File: src/rtl/fifo_sync_fwft_if.sv
// Bus bundle for the FWFT read adapter: FIFO-side strobe read plus the valid/ready stream.
// o_beats exists only when FIFO_FWFT_BEAT_COUNT_EN is defined.
interface fifo_sync_fwft_if #(parameter int DATA_WIDTH = 32);
   logic                  o_fifo_rd;
   logic [DATA_WIDTH-1:0] i_fifo_data;
   logic                  i_fifo_empty;
   logic [DATA_WIDTH-1:0] o_data;
   logic                  o_valid;
   logic                  i_ready;
   logic [1:0]            o_count;
`ifdef FIFO_FWFT_BEAT_COUNT_EN
   logic [31:0]           o_beats;
`endif

   modport master (
      output o_fifo_rd,
      input  i_fifo_data,
      input  i_fifo_empty,
      output o_data,
      output o_valid,
      input  i_ready,
`ifdef FIFO_FWFT_BEAT_COUNT_EN
      output o_beats,
`endif
      output o_count
   );

   modport slave (
      input  o_fifo_rd,
      output i_fifo_data,
      output i_fifo_empty,
      input  o_data,
      input  o_valid,
      output i_ready,
`ifdef FIFO_FWFT_BEAT_COUNT_EN
      input  o_beats,
`endif
      input  o_count
   );
endinterface

File: src/rtl/fifo_sync_fwft.sv
// First-word-fall-through adapter behind a 1-cycle-latency strobe-read FIFO.
// Optional beat counter enabled by defining FIFO_FWFT_BEAT_COUNT_EN.
module fifo_sync_fwft #(
   parameter int DATA_WIDTH = 32
) (
   input  logic             i_clk,
   input  logic             i_rstn,
   fifo_sync_fwft_if.master bus
);

   logic [DATA_WIDTH-1:0] head_q, head_d;
   logic [DATA_WIDTH-1:0] skid_q, skid_d;
   logic [1:0]            occ_q, occ_d;
   logic                  inflight_q, inflight_d;
   logic                  valid;
   logic                  pop;
   logic                  head_free;
   logic [2:0]            credit;

   assign valid = (occ_q != 2'd0);
   assign pop   = valid && bus.i_ready;

   // Words held plus the one already requested, after this cycle's pop.
   assign credit     = {1'b0, occ_q} + {2'b00, inflight_q} - {2'b00, pop};
   assign inflight_d = i_rstn && !bus.i_fifo_empty && (credit < 3'd2);
   assign occ_d      = credit[1:0];
   assign head_free  = (occ_q == 2'd0) || ((occ_q == 2'd1) && pop);

   always_comb begin
      head_d = head_q;
      skid_d = skid_q;
      if (pop && (occ_q == 2'd2))
         head_d = skid_q;
      if (inflight_q) begin
         if (head_free)
            head_d = bus.i_fifo_data;
         else
            skid_d = bus.i_fifo_data;
      end
   end

   always_ff @(posedge i_clk or negedge i_rstn) begin
      if (!i_rstn) begin
         head_q     <= '0;
         skid_q     <= '0;
         occ_q      <= 2'd0;
         inflight_q <= 1'b0;
      end else begin
         head_q     <= head_d;
         skid_q     <= skid_d;
         occ_q      <= occ_d;
         inflight_q <= inflight_d;
      end
   end

   assign bus.o_fifo_rd = inflight_d;
   assign bus.o_valid   = valid;
   assign bus.o_data    = head_q;
   assign bus.o_count   = occ_q;

`ifdef FIFO_FWFT_BEAT_COUNT_EN
   logic [31:0] beats_q, beats_d;

   assign beats_d = pop ? beats_q + 32'd1 : beats_q;

   always_ff @(posedge i_clk or negedge i_rstn) begin
      if (!i_rstn)
         beats_q <= 32'd0;
      else
         beats_q <= beats_d;
   end

   assign bus.o_beats = beats_q;
`endif

endmodule

File: src/flat_wrapper.sv
// flat-port wrapper written by rule: the top's interface ports become plain ports
module fifo_sync_fwft_flat 
#(
   parameter int DATA_WIDTH = 32
)
  (i_clk, i_rstn, bus_o_fifo_rd, bus_i_fifo_data, bus_i_fifo_empty, bus_o_data, bus_o_valid, bus_i_ready, bus_o_count);
  fifo_sync_fwft_if #(.DATA_WIDTH(DATA_WIDTH)) bus_i ();
  input  logic i_clk;
  input  logic i_rstn;
  output wire logic [$bits(bus_i.o_fifo_rd)-1:0] bus_o_fifo_rd;
  input wire logic [$bits(bus_i.i_fifo_data)-1:0] bus_i_fifo_data;
  input wire logic [$bits(bus_i.i_fifo_empty)-1:0] bus_i_fifo_empty;
  output wire logic [$bits(bus_i.o_data)-1:0] bus_o_data;
  output wire logic [$bits(bus_i.o_valid)-1:0] bus_o_valid;
  input wire logic [$bits(bus_i.i_ready)-1:0] bus_i_ready;
  output wire logic [$bits(bus_i.o_count)-1:0] bus_o_count;
  assign bus_o_fifo_rd = bus_i.o_fifo_rd;
  assign bus_i.i_fifo_data = bus_i_fifo_data;
  assign bus_i.i_fifo_empty = bus_i_fifo_empty;
  assign bus_o_data = bus_i.o_data;
  assign bus_o_valid = bus_i.o_valid;
  assign bus_i.i_ready = bus_i_ready;
  assign bus_o_count = bus_i.o_count;
  fifo_sync_fwft #(.DATA_WIDTH(DATA_WIDTH)) u_core (.i_clk(i_clk), .i_rstn(i_rstn), .bus(bus_i));
endmodule
File: config.mk
export PLATFORM = sky130hd
export DESIGN_NAME = fifo_sync_fwft_flat
export DESIGN_NICKNAME = d
export VERILOG_FILES = /design/src/rtl/fifo_sync_fwft_if.sv /design/src/rtl/fifo_sync_fwft.sv /design/src/flat_wrapper.sv
export SDC_FILE = /design/constraint.sdc
export NUM_CORES = 1
export LEC_CHECK = 0
export CAP_MARGIN = 20
export CORE_ASPECT_RATIO = 1.4
export CORE_MARGIN = 2
export CORE_UTILIZATION = 51
export CTS_BUF_LIST = sky130_fd_sc_hd__clkbuf_4
export DETAILED_ROUTE_END_ITERATION = 16
export PLACE_DENSITY = 0.81
export SETUP_SLACK_MARGIN = 0.2
export SLEW_MARGIN = 20
export SYNTH_ARGS = -nofsm -noshare
export SYNTH_HDL_FRONTEND = slang
export SYNTH_SLANG_ARGS = --single-unit
File: constraint.sdc
create_clock -name i_clk -period 3.3 [get_ports i_clk]
set_input_delay 0.33 -clock i_clk [delete_from_list [all_inputs] [get_ports i_clk]]
set_output_delay 0.33 -clock i_clk [all_outputs]
set_load 0.1 [all_outputs]
==> summary.md <==
| Metric | Value |
|---|---|
| Outcome | `completed` |
| Critical-path cell list | `nand3b_4 > nand2_4 > ha_4 > fa_2 > xnor2_2 > nor4b_4 > buf_12` |
| FF+latch count, synth | `67` |
| Area grow syn2layout | `28.3%` |
| Vias/cell | `between 5 and 6` |
| # clock sinks | `67` |
| Most common cell in the netlist | `dfrtp_1` |
| Slowest stage delay, CP | `between 0.5 and 0.6 ns` |
| WL final | `5540 um` |
| Synthesized area | `between 3000 and 4000 um^2` |
| Root Buffer | `clkbuf_4` |
| Critical path's slowest cell | `dfrtp_4` |
| Share of post-route cells with drive strength above 1 | `47.3%` |
| Initial core utilization | `a little over half` |
| Final setup violating endpoints | `0` |
| Syn avg cell area | `17.3 um^2` |
| Synth top area cells | `dfrtp_1, mux2_4, mux2_2` |
| Post-DP HPWL | `3640 um` |
| Synth Warn # | `0` |
| RSZ-0062 raised after global routing | `no` |
| Total Die Area | `about 6900 um^2` |
| Max cap viols | `0` |
| Hold/Removal Path Class | `in -> async` |
| Floorplan row count | `33` |
| First-pass GRT wire length | `slightly below 10000 um` |
| Fmax | `359 MHz` |
| Pre-Repair DR Iteration Count | `4` |
| Vias in the first global route | `approximately 2000` |
| Cells after Synth | `about 180` |
| Grt total ovfl | `0` |
| Total negative slack | `0 ns` |
| Top cell type's share of synthesized area | `a little over half` |
| CTS Buffer Depth | `2` |
| Crit Path Max Fanout | `9` |
| Number of flops mapped to enable cells by yosys | `0` |
| Worst setup EP type | `output port` |
| IO Port Bufs | `71` |
| Worst Path Required | `2.97 ns` |
| Drt drc | `0` |
| Async SR Flop Fraction | `100%` |
| Rel. slew slack | `33.4%` |
| Crit start category | `register` |
| Initial antenna violation count | `0` |
| Reg clk slew, reported paths | `~0.10 ns` |
| Post-synthesis sequential area ratio | `between 50 and 60%` |
| Final Critical Period | `~2.8 ns` |
| Largest net degree at the start of global routing | `68` |
| Worst slew pin tran | `~1 ns` |
| CTS Buf Count | `9` |
| DR iter-0 viols | `36` |
| Uppermost layer routed | `met4` |
| Final hold vios | `0` |
| GRT Resource Usage Total | `a little under a fifth` |
| Die X | `70.6 um` |
| Wire length on met1 | `between 2000 and 2500 um` |
| Nets | `about 300` |
| Worst-skew pair later-pin latency | `about 0.4 ns` |
| Fill cells | `between 400 and 500` |
| Routed Antenna Nets | `0` |
| Die H | `approximately 97 um` |
| Synth cell types | `16` |
| Antenna diode count | `0` |
| Core area | `5950 um^2` |
| DR vias | `~1700` |
| # hold bufs at CTS | `0` |
| Crit share post-route | `between 80% and 90%` |
| Slew Limit Fails | `0` |
| Resized cells post-CTS | `0` |
| Routed wl met3 | `approximately 250 um` |
| Routed len/inst | `~17 um` |
| CP Class | `reg -> out` |
| CTS HTree Levels | `3` |
| RD Place Congestion | `~0.73` |
| Most frequently used flop master after synthesis | `dfrtp_1` |
| Ports | `between 70 and 80` |
| Met2 WL | `between 2000 and 3000 um` |
| Top cells by count, synth | `dfrtp_1, mux2_4, mux2_2` |
| CTS tree | `done` |
| Critical path arrival | `~2.5 ns` |
| Synth area leader | `dfrtp_1` |
| Clk_skew | `~0.010 ns` |
| Syn nets | `between 200 and 250` |
| Post-CTS Setup Bufs | `0` |
-- critical path: cells and delay by family (launching register included) --
kind,cells,cell delay [ns]
simple gates,3,0.63
fa+ha+maj,2,0.52
xor+xnor,1,0.16
flops,1,0.53
buf+inv,1,0.22
-- path summary, 6_finish.rpt --
| kind | slack [ns] | from | endpoint | cells past startpoint |
|---|---|---|---|---|
| min | 0.17 | i_rstn | u_core.skid_q[28] | 2 |
| min reg2reg | 0.51 | u_core.skid_q[17] | u_core.skid_q[17] | 1 |
| max reg2reg | 1.31 | u_core.bus.o_count[1] | u_core.bus.o_data[0] | 4 |
| max in group asynchronous | 2.48 | i_rstn | u_core.bus.o_count[1] | 2 |
| min in group i_clk | 0.24 | i_rstn | u_core.inflight_q | 2 |
| max | 0.51 | u_core.bus.o_count[1] | bus_o_fifo_rd | 7 |
-- state kept, by name, summed over array words and instances, names as in the netlist --
| register | count |
|---|---|
| u_core.bus.o_count | 2 |
| u_core.skid_q | 32 |
| u_core.inflight_q | 1 |
| u_core.bus.o_data | 32 |
-- per-layer routing --
layer | vias to the layer above | GRT usage (%)
met5 | - | 0
met4 | 0 | 10.4
met3 | 10 | 3.84
met2 | 42 | 30.6
met1 | 880 | 21.3
li1 | 806 | -
-- cells in the final DEF, fill, tap and decap left out --
cell / n
clkdlybuf4s50_1: 69
dfrtp_1: 65
mux2_4: 56
mux2_2: 40
clkbuf_4: 12
buf_4: 4
dfrtp_4: 2
nand3b_4: 1
inv_1: 1
nand2b_1: 1
nand3_2: 1
nand2_4: 1
xnor2_2: 1
nor4b_4: 1
a21bo_1: 1
or2_2: 1
fa_2: 1
ha_4: 1
clkinv_1: 1
buf_2: 1
buf_12: 1
-- kinds of logic after synthesis --
group | synth area share, %
XOR/XNOR | 0.277
AND/OR/NAND/NOR | 1.58
multiplexers | 40.8
buffers and inverters | 2.97
adder cells (fa/ha/maj) | 1.03
AO/OA/AOI/OAI | 0.316
flip-flops | 53.0
-- cell type report --
| type | instances | area (um^2) | share of cell area [%] |
|---|---|---|---|
| flip-flops and latches | 67 | 1680 | 41.5 |
| multi-input cells | 106 | 1440 | 35.6 |
| repair buffers | 75 | 746 | 18.4 |
| clock buffers | 12 | 90.1 | 2.22 |
| well taps | 70 | 87.6 | 2.16 |
| clock inverters | 1 | 3.75 | 0.0925 |
| inverters | 1 | 3.75 | 0.0925 |
-- stage by stage --
stage | util (%) | cell area, um^2 | instances | hold WS [ns] | setup WS [ns]
after global routing | 68.2 | 4060 | 332 | 0.222 | 0.395
after floorplan | - | 3220 | 183 | 0.0344 | 0.0861
final | 68.2 | 4060 | 332 | 0.174 | 0.514
after detailed placement | 66.7 | 3960 | 319 | 0.493 | 0.553
after CTS | 68.2 | 4060 | 332 | 0.203 | 0.467
after global placement | 66.7 | 3960 | 319 | 0.486 | 0.571
Power is not shown: default switching activity piles up to over one toggle a cycle in this logic, so the estimate is an artifact.
